## config.mk

```make
export PLATFORM = sky130hd
export DESIGN_NAME = beta_rf_bypass
export DESIGN_NICKNAME = d
export VERILOG_FILES = /design/src/rtl/beta_pkg.sv /design/src/rtl/beta_regfile.sv /design/src/rtl/beta_rf_bypass.sv
export SDC_FILE = /design/constraint.sdc
export NUM_CORES = 2
export LEC_CHECK = 0
export BUFFER_PORTS_ARGS = -buffer_cell sky130_fd_sc_hd__buf_2
export CAP_MARGIN = 25
export CORE_ASPECT_RATIO = 0.6
export CORE_MARGIN = 4
export CORE_UTILIZATION = 35
export DETAILED_ROUTE_END_ITERATION = 16
export GPL_ROUTABILITY_DRIVEN = 1
export SETUP_SLACK_MARGIN = 0.2
export SKIP_LAST_GASP = 1
export SLEW_MARGIN = 20
export SYNTH_ARGS = -nofsm -noshare
export SYNTH_HDL_FRONTEND = slang
export SYNTH_SLANG_ARGS = --single-unit
export TNS_END_PERCENT = 1
```

## constraint.sdc

```tcl
create_clock -name clk -period 11.89 [get_ports clk]
set_input_delay 1.7835 -clock clk [delete_from_list [all_inputs] [get_ports clk]]
set_output_delay 1.7835 -clock clk [all_outputs]
set_load 0.02 [all_outputs]
```

## src/rtl/beta_pkg.sv

```systemverilog
// beta_pkg
//   Shared constants for the Beta RF stage: injected instruction words,
//   opcode values, pcsel encodings and a small opcode-legality helper.
//   Instruction words are 32 bits; wider datapaths zero-extend them.

package beta_pkg;

  // Injected instructions
  // NOP = ADD(R31, R31, R31); BNE trap = BNE(R31, -1, XP)
  localparam logic [31:0] INSTR_NOP = 32'h83FF_FFFF;
  localparam logic [31:0] INSTR_BNE = 32'h7BDF_FFFF;

  // Opcodes that are special-cased in the RF stage
  localparam logic [5:0] OP_LD  = 6'b011000;
  localparam logic [5:0] OP_ST  = 6'b011001;
  localparam logic [5:0] OP_JMP = 6'b011011;
  localparam logic [5:0] OP_BEQ = 6'b011101;
  localparam logic [5:0] OP_BNE = 6'b011110;
  localparam logic [5:0] OP_LDR = 6'b011111;

  // pcsel encodings
  localparam logic [1:0] PCSEL_SEQ    = 2'd0;
  localparam logic [1:0] PCSEL_BRANCH = 2'd1;
  localparam logic [1:0] PCSEL_JMP    = 2'd2;
  localparam logic [1:0] PCSEL_ILLOP  = 2'd3;

  // irsrc encodings (2 and 3 both inject a NOP)
  localparam logic [1:0] IRSRC_FETCH = 2'd0;
  localparam logic [1:0] IRSRC_TRAP  = 2'd1;

  // R31 always reads as zero
  localparam logic [4:0] REG_ZERO = 5'd31;

  // Beta instruction fields; rb of register-form ops is lit[15:11]
  typedef struct packed {
    logic [5:0]  opcode;
    logic [4:0]  rc;
    logic [4:0]  ra;
    logic [15:0] lit;
  } instr_t;

  // ALU ops occupy 10xxxx (register form) and 11xxxx (constant form).
  // Within each group of eight, function code 3'b111 is unassigned.
  function automatic logic is_alu_op(input logic [5:0] op);
    logic legal;
    legal = 1'b0;
    if (op[5]) begin
      case (op[2:0])
        3'b000, 3'b001, 3'b010, 3'b011,
        3'b100, 3'b101, 3'b110: legal = 1'b1;
        default:                legal = 1'b0;
      endcase
    end
    return legal;
  endfunction

  function automatic logic is_legal_op(input logic [5:0] op);
    logic legal;
    case (op)
      OP_LD, OP_ST, OP_JMP, OP_BEQ, OP_BNE, OP_LDR: legal = 1'b1;
      default:                                      legal = is_alu_op(op);
    endcase
    return legal;
  endfunction

endpackage

```

## src/rtl/beta_regfile.sv

```systemverilog
// beta_regfile
//   32 x XLEN register file, two combinational read ports, one write port.
//   R31 reads as zero and writes to it are dropped. A read of the address
//   being written in the same cycle returns the write data (write-through).
//   Contents are not reset.
//
// Ports
//   clk       : clock
//   ra1, ra2  : read addresses
//   rd1, rd2  : read data (combinational)
//   wa, wd    : write address / data
//   werf      : write enable, captured on the rising edge of clk

module beta_regfile
  import beta_pkg::*;
#(
  parameter int XLEN = 32
) (
  input  logic            clk,
  input  logic [4:0]      ra1,
  output logic [XLEN-1:0] rd1,
  input  logic [4:0]      ra2,
  output logic [XLEN-1:0] rd2,
  input  logic [4:0]      wa,
  input  logic [XLEN-1:0] wd,
  input  logic            werf
);

  logic [XLEN-1:0] mem [32];

  always_ff @(posedge clk) begin
    if (werf && (wa != REG_ZERO)) begin
      mem[wa] <= wd;
    end
  end

  always_comb begin
    if (ra1 == REG_ZERO) begin
      rd1 = '0;
    end else if (werf && (wa == ra1)) begin
      rd1 = wd;
    end else begin
      rd1 = mem[ra1];
    end
  end

  always_comb begin
    if (ra2 == REG_ZERO) begin
      rd2 = '0;
    end else if (werf && (wa == ra2)) begin
      rd2 = wd;
    end else begin
      rd2 = mem[ra2];
    end
  end

endmodule

```

## src/rtl/beta_rf_bypass.sv

```systemverilog
// beta_rf_bypass
//   Register-fetch stage of a pipelined Beta: pc/ir pipeline registers,
//   instruction decode, register-file read with bypass from NBYP downstream
//   stages, branch-target and pcsel generation, and an interlock that stalls
//   when a matching bypass source has not produced its data yet.
//
// Ports
//   clk, reset          : clock, synchronous active-high reset
//   stall_in            : downstream hold
//   irsrc               : 0 fetched instr, 1 BNE trap, 2/3 NOP
//   pcin, irin          : fetch-stage pc / instruction
//   wa, wd, werf        : register-file write port
//   byp_addr/data       : per-source destination register and value
//   byp_valid/ready     : source holds a write / value is available
//   pcout, irout        : RF-stage pc / instruction
//   a, b, d, jt         : operands for ALU, store data and jump target
//   cRelativeA          : pc + 4*sxt(literal)
//   pcsel, z            : next-pc select, operand1 == 0
//   stall_out           : interlock request to upstream
//   stall_cnt           : saturating count of interlock cycles

module beta_rf_bypass
  import beta_pkg::*;
#(
  parameter int XLEN = 32,
  parameter int NBYP = 3,
  parameter int CNTW = 16
) (
  input  logic              clk,
  input  logic              reset,
  input  logic              stall_in,
  input  logic [1:0]        irsrc,
  input  logic [XLEN-1:0]   pcin,
  input  logic [XLEN-1:0]   irin,
  input  logic [4:0]        wa,
  input  logic [XLEN-1:0]   wd,
  input  logic              werf,
  input  logic [NBYP*5-1:0] byp_addr,
  input  logic [NBYP*XLEN-1:0] byp_data,
  input  logic [NBYP-1:0]   byp_valid,
  input  logic [NBYP-1:0]   byp_ready,
  output logic [XLEN-1:0]   pcout,
  output logic [XLEN-1:0]   irout,
  output logic [XLEN-1:0]   a,
  output logic [XLEN-1:0]   b,
  output logic [XLEN-1:0]   d,
  output logic [XLEN-1:0]   jt,
  output logic [XLEN-1:0]   cRelativeA,
  output logic [1:0]        pcsel,
  output logic              z,
  output logic              stall_out,
  output logic [CNTW-1:0]   stall_cnt
);

  localparam logic [XLEN-1:0] NOP_WORD = XLEN'(INSTR_NOP);
  localparam logic [XLEN-1:0] BNE_WORD = XLEN'(INSTR_BNE);

  logic [XLEN-1:0] pc_q;
  logic [XLEN-1:0] ir_q;
  logic [CNTW-1:0] stall_cnt_q;

  instr_t          ins;
  logic            reg_form;
  logic [4:0]      ra1;
  logic [4:0]      ra2;
  logic [XLEN-1:0] rf_rd1;
  logic [XLEN-1:0] rf_rd2;
  logic [XLEN-1:0] op1;
  logic [XLEN-1:0] op2;
  logic            op1_wait;
  logic            op2_wait;
  logic [XLEN-1:0] sxt;
  logic            flush;

  // ---------------------------------------------------------------
  // Decode
  // ---------------------------------------------------------------
  assign ins      = instr_t'(ir_q[31:0]);
  assign reg_form = (ins.opcode[5:4] == 2'b10);

  always_comb begin
    ra1 = (ins.opcode == OP_LDR) ? REG_ZERO : ins.ra;

    if (ins.opcode == OP_ST) begin
      ra2 = ins.rc;
    end else if (reg_form) begin
      ra2 = ins.lit[15:11];
    end else begin
      ra2 = REG_ZERO;
    end
  end

  // ---------------------------------------------------------------
  // Register file
  // ---------------------------------------------------------------
  beta_regfile #(
    .XLEN (XLEN)
  ) u_regfile (
    .clk  (clk),
    .ra1  (ra1),
    .rd1  (rf_rd1),
    .ra2  (ra2),
    .rd2  (rf_rd2),
    .wa   (wa),
    .wd   (wd),
    .werf (werf)
  );

  // ---------------------------------------------------------------
  // Bypass selection: walk from oldest to youngest so the youngest
  // matching source (lowest index) is the one left standing.
  // ---------------------------------------------------------------
  always_comb begin
    op1      = rf_rd1;
    op2      = rf_rd2;
    op1_wait = 1'b0;
    op2_wait = 1'b0;

    for (int i = NBYP - 1; i >= 0; i--) begin
      if (byp_valid[i] && (byp_addr[i*5 +: 5] == ra1) && (ra1 != REG_ZERO)) begin
        op1      = byp_data[i*XLEN +: XLEN];
        op1_wait = ~byp_ready[i];
      end
      if (byp_valid[i] && (byp_addr[i*5 +: 5] == ra2) && (ra2 != REG_ZERO)) begin
        op2      = byp_data[i*XLEN +: XLEN];
        op2_wait = ~byp_ready[i];
      end
    end
  end

  assign stall_out = op1_wait | op2_wait;

  // ---------------------------------------------------------------
  // Operand and branch outputs
  // ---------------------------------------------------------------
  assign sxt        = {{(XLEN-16){ins.lit[15]}}, ins.lit};
  assign cRelativeA = pc_q + (sxt << 2);

  assign a  = (ins.opcode == OP_LDR) ? cRelativeA : op1;
  assign b  = reg_form ? op2 : sxt;
  assign d  = op2;
  assign jt = op1;
  assign z  = (op1 == '0);

  always_comb begin
    pcsel = PCSEL_SEQ;
    if (!is_legal_op(ins.opcode)) begin
      pcsel = PCSEL_ILLOP;
    end else begin
      case (ins.opcode)
        OP_JMP:  pcsel = PCSEL_JMP;
        OP_BEQ:  pcsel = z ? PCSEL_BRANCH : PCSEL_SEQ;
        OP_BNE:  pcsel = z ? PCSEL_SEQ : PCSEL_BRANCH;
        default: pcsel = PCSEL_SEQ;
      endcase
    end
  end

  // ---------------------------------------------------------------
  // Pipeline registers. A flush (trap or NOP injection) wins over both
  // the downstream hold and our own interlock, so a stalled instruction
  // can always be squashed.
  // ---------------------------------------------------------------
  assign flush = (irsrc != IRSRC_FETCH);

  always_ff @(posedge clk) begin
    if (reset) begin
      pc_q <= '0;
      ir_q <= NOP_WORD;
    end else if (flush) begin
      pc_q <= pcin;
      ir_q <= (irsrc == IRSRC_TRAP) ? BNE_WORD : NOP_WORD;
    end else if (!(stall_in || stall_out)) begin
      pc_q <= pcin;
      ir_q <= irin;
    end
  end

  // Interlock cycles only; cycles that are flushed are not counted.
  always_ff @(posedge clk) begin
    if (reset) begin
      stall_cnt_q <= '0;
    end else if (stall_out && !flush && (stall_cnt_q != '1)) begin
      stall_cnt_q <= stall_cnt_q + CNTW'(1);
    end
  end

  assign pcout     = pc_q;
  assign irout     = ir_q;
  assign stall_cnt = stall_cnt_q;

endmodule

```

# After elaboration in Yosys (flattened, before gate mapping)
# Memories as Yosys holds them, arrays and structs flattened.
# Cells that the tools add are included.
totals:
  elab_cells: 98
  mem_bits_rw: 1024
  inputBits: 224
  regBits: 80
  n_memories: 1
  out_inout_bits: 244
memory_table:
  columns: ["name", "depth", "word_bits", "read_ports", "rd_ports_with_merged_regs", "wr", "line_no", "rtl"]
  rows:
  - ["u_regfile.mem", 32, 32, 2, 0, 1, "beta_regfile.sv:29", "logic [XLEN-1:0] mem [32];"]
classes:
  n_bitwise: 4
  n_eq_ne: 29
  add_sub_neg: 2
  reduce_logical: 24
  n_mux: 35
ops:
  columns: ["op", "n"]
  rows:
  - ["$mux W32", 17]
  - ["$eq A5 B5 Y1", 8]
  - ["$eq A6 B5 Y1 const B", 6]
  - ["$add A32 B32 Y32", 1]
  - ["$logic_not A32 Y1", 1]
  - ["$logic_and A1 B1 Y1", 17]
  - ["$add A16 B1 Y16 const B", 1]
  - ["$ne A16 B16 Y1 const B", 1]
  - ["$mux W5", 3]
  - ["$ne A5 B5 Y1 const B", 3]
  - ["$mux W1", 13]
  - ["$eq A5 B5 Y1 const B", 2]
  - ["$eq A3 B3 Y1 const B", 3]
  - ["$reduce_or A7 Y1", 1]
  - ["$eq A3 B2 Y1 const B", 2]
  - ["$pmux W2 S3", 1]
  - ["$reduce_or A6 Y1", 1]
  - ["$eq A3 B1 Y1 const B", 1]
  - ["$logic_not A3 Y1", 1]
  - ["$not A1 Y1", 3]
  - ["$eq A2 B1 Y1 const B", 1]
  - ["$eq A2 B2 Y1 const B", 1]
  - ["$mux W2", 1]
  - ["$ne A2 B2 Y1 const B", 1]
  - ["other kinds (4)", 4]

# Depth between registers and ports, before layout
logic_depth:
  word_depth: 13
  depth_mapped: 19
  mapped_depth_nobuf: 15

# Modules after synthesis
# A second synthesis with hierarchy kept.
hier_totals:
  cells_unflattened: 3835
  hier_area_um2: 56183.9
by_module_without_submodules:
  columns: ["module", "cells_per_inst", "area_per_inst_um2", "instances", "seq_area_each_um2"]
  rows:
  - ["beta_regfile", 2653, 47854.6, 1, 30749.5]
  - ["beta_rf_bypass", 1182, 8329.2, 1, 1601.5]

# Worst setup path before layout
# No wires, ideal clock.
synth_timing:
  path_type: "in2out"
  startpoint: "in wa[4]"
  endpoint: "out pcsel[0]"
  n_path_buf: 4
  required_ps: 10107
  cell_stages: 15
  arrival_time_ps: 5083
  setup_slack_ps: 5024
  path_cell_list: "clkbuf_1 > nand2_1 > nor3_1 > o32ai_1 > a211o_1 > clkbuf_1 > buf_2 > buf_2 > o221ai_1 > o21ai_0 > nor4_1 > nand4_1 > nor4_2 > mux2i_1 > nand2_1"
synth_between:
  elab_chain_cells: 11
  elab_cells_between_ends: 12
  classes_between: "eq/ne (1); mux (9); reduce/logical (2)"
synth_lines:
  columns: ["item", "line_no", "rtl"]
  rows:
  - ["start, declared", "beta_rf_bypass.sv:35", "input logic [4:0] wa,"]
  - ["$eq A5 B5 Y1 *", "beta_regfile.sv:40", "end else if (werf && (wa == ra1)) begin"]
  - ["$logic_and A1 B1 Y1 *", "beta_regfile.sv:40", null]
  - ["$mux W32 *", "beta_regfile.sv:40", null]
  - ["$mux W32 *", "beta_regfile.sv:38", "if (ra1 == REG_ZERO) begin"]
  - ["$mux W32 * (3 in series)", "beta_rf_bypass.sv:120", "if (byp_valid[i] && (byp_addr[i*5 +: 5] == ra1) && (ra1 != REG_ZERO)) begin"]
  - ["named net jt[12]", "beta_rf_bypass.sv:47", "output logic [XLEN-1:0] jt,"]
  - ["$logic_not A32 Y1 *", "beta_rf_bypass.sv:143", "assign z = (op1 == '0);"]
  - ["named net z", "beta_rf_bypass.sv:50", "output logic z,"]
  - ["$mux W1 (on tied branches)", "beta_rf_bypass.sv:153, beta_rf_bypass.sv:152", null]
  - ["$pmux W2 S3 *", "beta_rf_bypass.sv:150", "case (ins.opcode)"]
  - ["$mux W2 *", "beta_rf_bypass.sv:147", "if (!is_legal_op(ins.opcode)) begin"]
  - ["end, declared", "beta_rf_bypass.sv:49", "output logic [1:0] pcsel,"]
# The timed path passes the listed nets; every way through them passes the cells marked *.

# Final worst setup path
layout_timing:
  startpoint: "reg ir_q[16] (netlist: irout[16])"
  endpoint: "out pcsel[0]"
layout_between:
  elab_chain_cells: 12
  elab_cells_between_ends: 25
  classes_between: "eq/ne (6); mux (10); reduce/logical (8); memory (1)"
layout_lines:
  columns: ["item", "line_no", "rtl"]
  rows:
  - ["start, declared", "beta_rf_bypass.sv:59", "logic [XLEN-1:0] ir_q;"]
  - ["start signal, assigned", "beta_rf_bypass.sv:172", "ir_q <= (irsrc == IRSRC_TRAP) ? BNE_WORD : NOP_WORD;"]
  - ["start signal, assigned", "beta_rf_bypass.sv:175", "ir_q <= irin;"]
  - ["$mux W5 *", "beta_rf_bypass.sv:82", "ra1 = (ins.opcode == OP_LDR) ? REG_ZERO : ins.ra;"]
  - ["parallel branches: the longest is 6 deep, another holds $mem_v2 Z32 W32", null, null]
  - ["$mux W32 *", "beta_rf_bypass.sv:120", null]
  - ["$logic_not A32 Y1 *", "beta_rf_bypass.sv:143", null]
  - ["$mux W1 (on tied branches)", "beta_rf_bypass.sv:153, beta_rf_bypass.sv:152", null]
  - ["$pmux W2 S3 *", "beta_rf_bypass.sv:150", null]
  - ["$mux W2 *", "beta_rf_bypass.sv:147", null]
# Every way passes the cells marked *.

==> flow_metrics.py <==
metrics = {
    "final_layout": {
        "final_common_cell": "nand2_1",
        "syn_to_final_growth_pct": 15.0,
        "final_nets": 5789,
        "n_fill_cell": 15400,
        "final_layout_size_suffix_gt1_share_pct": 18.7,
        "fin_area_um2": 65800,
        "final_cell_mix": "nand2_1, edfxtp_1, buf_2",
    },
    "critical_path": {
        "crit_family": "simple AND/OR/NAND/NOR gates",
        "crit_fanout": 83,
        "worstSetupPathType": "reg -> out",
        "crit_arrival_ns": 7.33,
        "path_cells": "buf_12, buf_12, inv_1, buf_4, buf_4, o22ai_1, o311a_1, nor3_1, nor3_1, o22ai_1, or4_1, nor4_1, nand4b_1, nor4_2, mux2i_1, nand2_1, buf_2",
        "cpPeakStageDelay_ns": 0.83,
        "slowest_stage": "dfxtp_4",
        "start_kind": "register",
        "endpoint_kind": "output port",
        "worst_ep_required_time_ns": 10.11,
        "cp.buffers_inverters": 6,
    },
    "logic_synthesis": {
        "synth_area_um2": 57200,
        "yosysTopAreaCellShare_pct": 53.8,
        "synth-main-ff-cell": "edfxtp_1",
        "syn_area_per_cell_um2": 11.0,
        "yosysTopAreaCell": "edfxtp_1",
        "ys_warn_count": 0,
        "synthTopCellsByArea": "edfxtp_1, nand2_1, mux2i_1",
        "synth_enable_flop_cells": 1024,
        "syn_inst": 5182,
        "async_flop_share_pct": 0,
        "ys_types": 91,
        "synth_seq_cells": 1104,
        "ys_seq_area_share_pct": 56.6,
    },
    "pwr": {
        "powerDensity_nw_per_um2": 134,
        "p_leak_nw": 24.8,
        "ir_drop_mv": 0.111,
    },
    "timing": {
        "fin_worst_skew_ns": 0.0490,
        "setup_viol": 0,
        "slew_violations": 0,
        "hold_slack_ns": 0.478,
        "fmax_ghz": 0.110,
        "period_share_pct": 76.7,
        "fin_crit_ns": 9.12,
        "tightest_slew_ns": 1.18,
        "rsz0062_at_grt": "no",
        "fin_setup_tns_ns": 0,
        "slew_headroom_pct": 21.5,
        "finalWorstSetupSlack_ns": 2.77,
        "finalHoldViolations": 0,
    },
    "placed_design": {
        "portBuffers": 467,
        "pre_cts_slack_ns": 3.81,
        "hpwl_mm": 176,
        "gp_congestion": 1.05,
        "dpl_cell_area_um2": 62400,
    },
    "global_routing": {
        "overflow": 0,
        "antenna_found_initial": 48,
        "grt_pass1_wl_mm": 372,
        "grt_pass1_vias": 45000,
        "top_usage_layer": "met1",
        "grt_util_all_layers_pct": 30.9,
        "met2_usage_pct": 39.9,
        "use_met3_pct": 13.7,
        "grt_max_degree": 154,
        "grtUsageMet1_pct": 45.3,
    },
    "routing": {
        "drt_iter0_drc": 9931,
        "drt_wl_total_mm": 275,
        "drtPass1Iterations": 6,
        "avgViaCountPerCell": 6.49,
        "post_drt_wl_per_cell_um": 35.3,
        "drtAntennaViolNets": 0,
        "drc_errors": 0,
        "vias": 50600,
    },
    "clock_network": {
        "path_clk_slew_ns": 0.07,
        "cts_num_sinks": 1104,
        "cts_max_level": 3,
        "post_cts_buffers": 0,
        "cts.path.max_buffers": 3,
        "holdBufCountCts": 0,
        "ctsResizeCount": 0,
        "root_buffer": "clkbuf_16",
        "cts_tree": "done",
        "worstSkewPairLatency_ns": 0.75,
        "cts_buffers": 99,
    },
    "floorplanning": {
        "initial_core_util_pct": 35.4,
        "die_area_um2": 170000,
        "rows": 114,
        "fp.dieH_um": 321,
        "core_area_um2": 162000,
        "die_width_um": 530,
        "pin_count": 468,
    },
    "hold_path": {
        "hold_path_class": "reg -> reg",
    },
    "status": {
        "outcome": "completed",
    },
    "run": {
        "drv_cap": 0,
    },
}
-- layout make-up --
cell class / count / area (um^2) / area share (%)
Inverter: 47 / 176 / 0.268
Sequential cell: 1104 / 32400 / 49.2
Clock inverter: 58 / 626 / 0.951
Clock buffer: 120 / 2590 / 3.93
Multi-Input combinational cell: 3647 / 23600 / 35.8
Antenna cell: 33 / 82.6 / 0.126
Tap cell: 2146 / 2690 / 4.08
Timing Repair Buffer: 635 / 3670 / 5.58
-- synthesized netlist by cell type (all sizes together), types with 14 or more instances --
cell type,n
clkbuf,224
o221ai,54
a31oi,50
nor4,17
nor2,222
xnor2,52
xor2,14
mux2i,270
or4,22
o22ai,84
a221oi,56
a311oi,84
edfxtp,1024
a21o,44
o211ai,63
mux4,100
nor3,43
nand2,1135
a22oi,44
o21ai,166
ha,30
a21oi,244
inv,46
and3,71
or3,15
a221o,18
mux2,76
a2111oi,17
nand3,382
a211oi,40
buf,191
dfxtp,80
-- sequential cells by signal (all words and copies together), names as in the netlist --
register / flops
u_regfile.mem: 1024
irout: 32
pcout: 32
stall_cnt: 16
-- per-stage QoR --
stage	cells	power [mW]	util [%]
global route	7764	9.03	40.6
finish	7790	8.82	40.7
global placement	7575	5.53	38.6
CTS	7755	8.76	40.6
detailed placement	7577	5.53	38.6
floorplan	5213	4.98	-
-- cells by family after synthesis --
family | count (synthesis) | synth area share [%]
AO/OA/AOI/OAI | 1098 | 13.3
XOR/XNOR | 66 | 1.02
adder cells (fa/ha/maj) | 31 | 0.691
buffers and inverters | 462 | 3.33
flip-flops | 1104 | 56.6
multiplexers | 446 | 10.2
other | 1 | 0.00656
AND/OR/NAND/NOR | 1974 | 14.9
-- final timing paths --
path / cells after the start / end / slack [ns] / startpoint
worst max-delay path: 17 / pcsel[0] / 2.77 / irout[16]
worst min-delay path: 2 / pcout[4] / 0.48 / pcout[4]
worst max register to register: 16 / pcout[30] / 5.58 / irout[27]
worst min register to register: 2 / pcout[4] / 0.48 / pcout[4]
-- worst min-delay path, delay by kind of cell (launching register included) --
| kind | cells | cell delay (ns) |
|---|---|---|
| AOI/OAI and AO/OA | 1 | 0.05 |
| and+or+nand+nor | 1 | 0.06 |
| DFF | 1 | 0.33 |
-- report_power, final --
| group | switching [mW] | internal (mW) |
|---|---|---|
| Sequential | 0.0561 | 4.30 |
| Clock | 1.57 | 1.74 |
| Combinational | 0.825 | 0.328 |
-- routing by layer --
metal / wire (um) / share of wire (%)
met5: 770 / 0.28
met4: 10100 / 3.7
met3: 46800 / 17
met2: 106000 / 39
met1: 111000 / 40
Power figures use the tool's default switching activity.
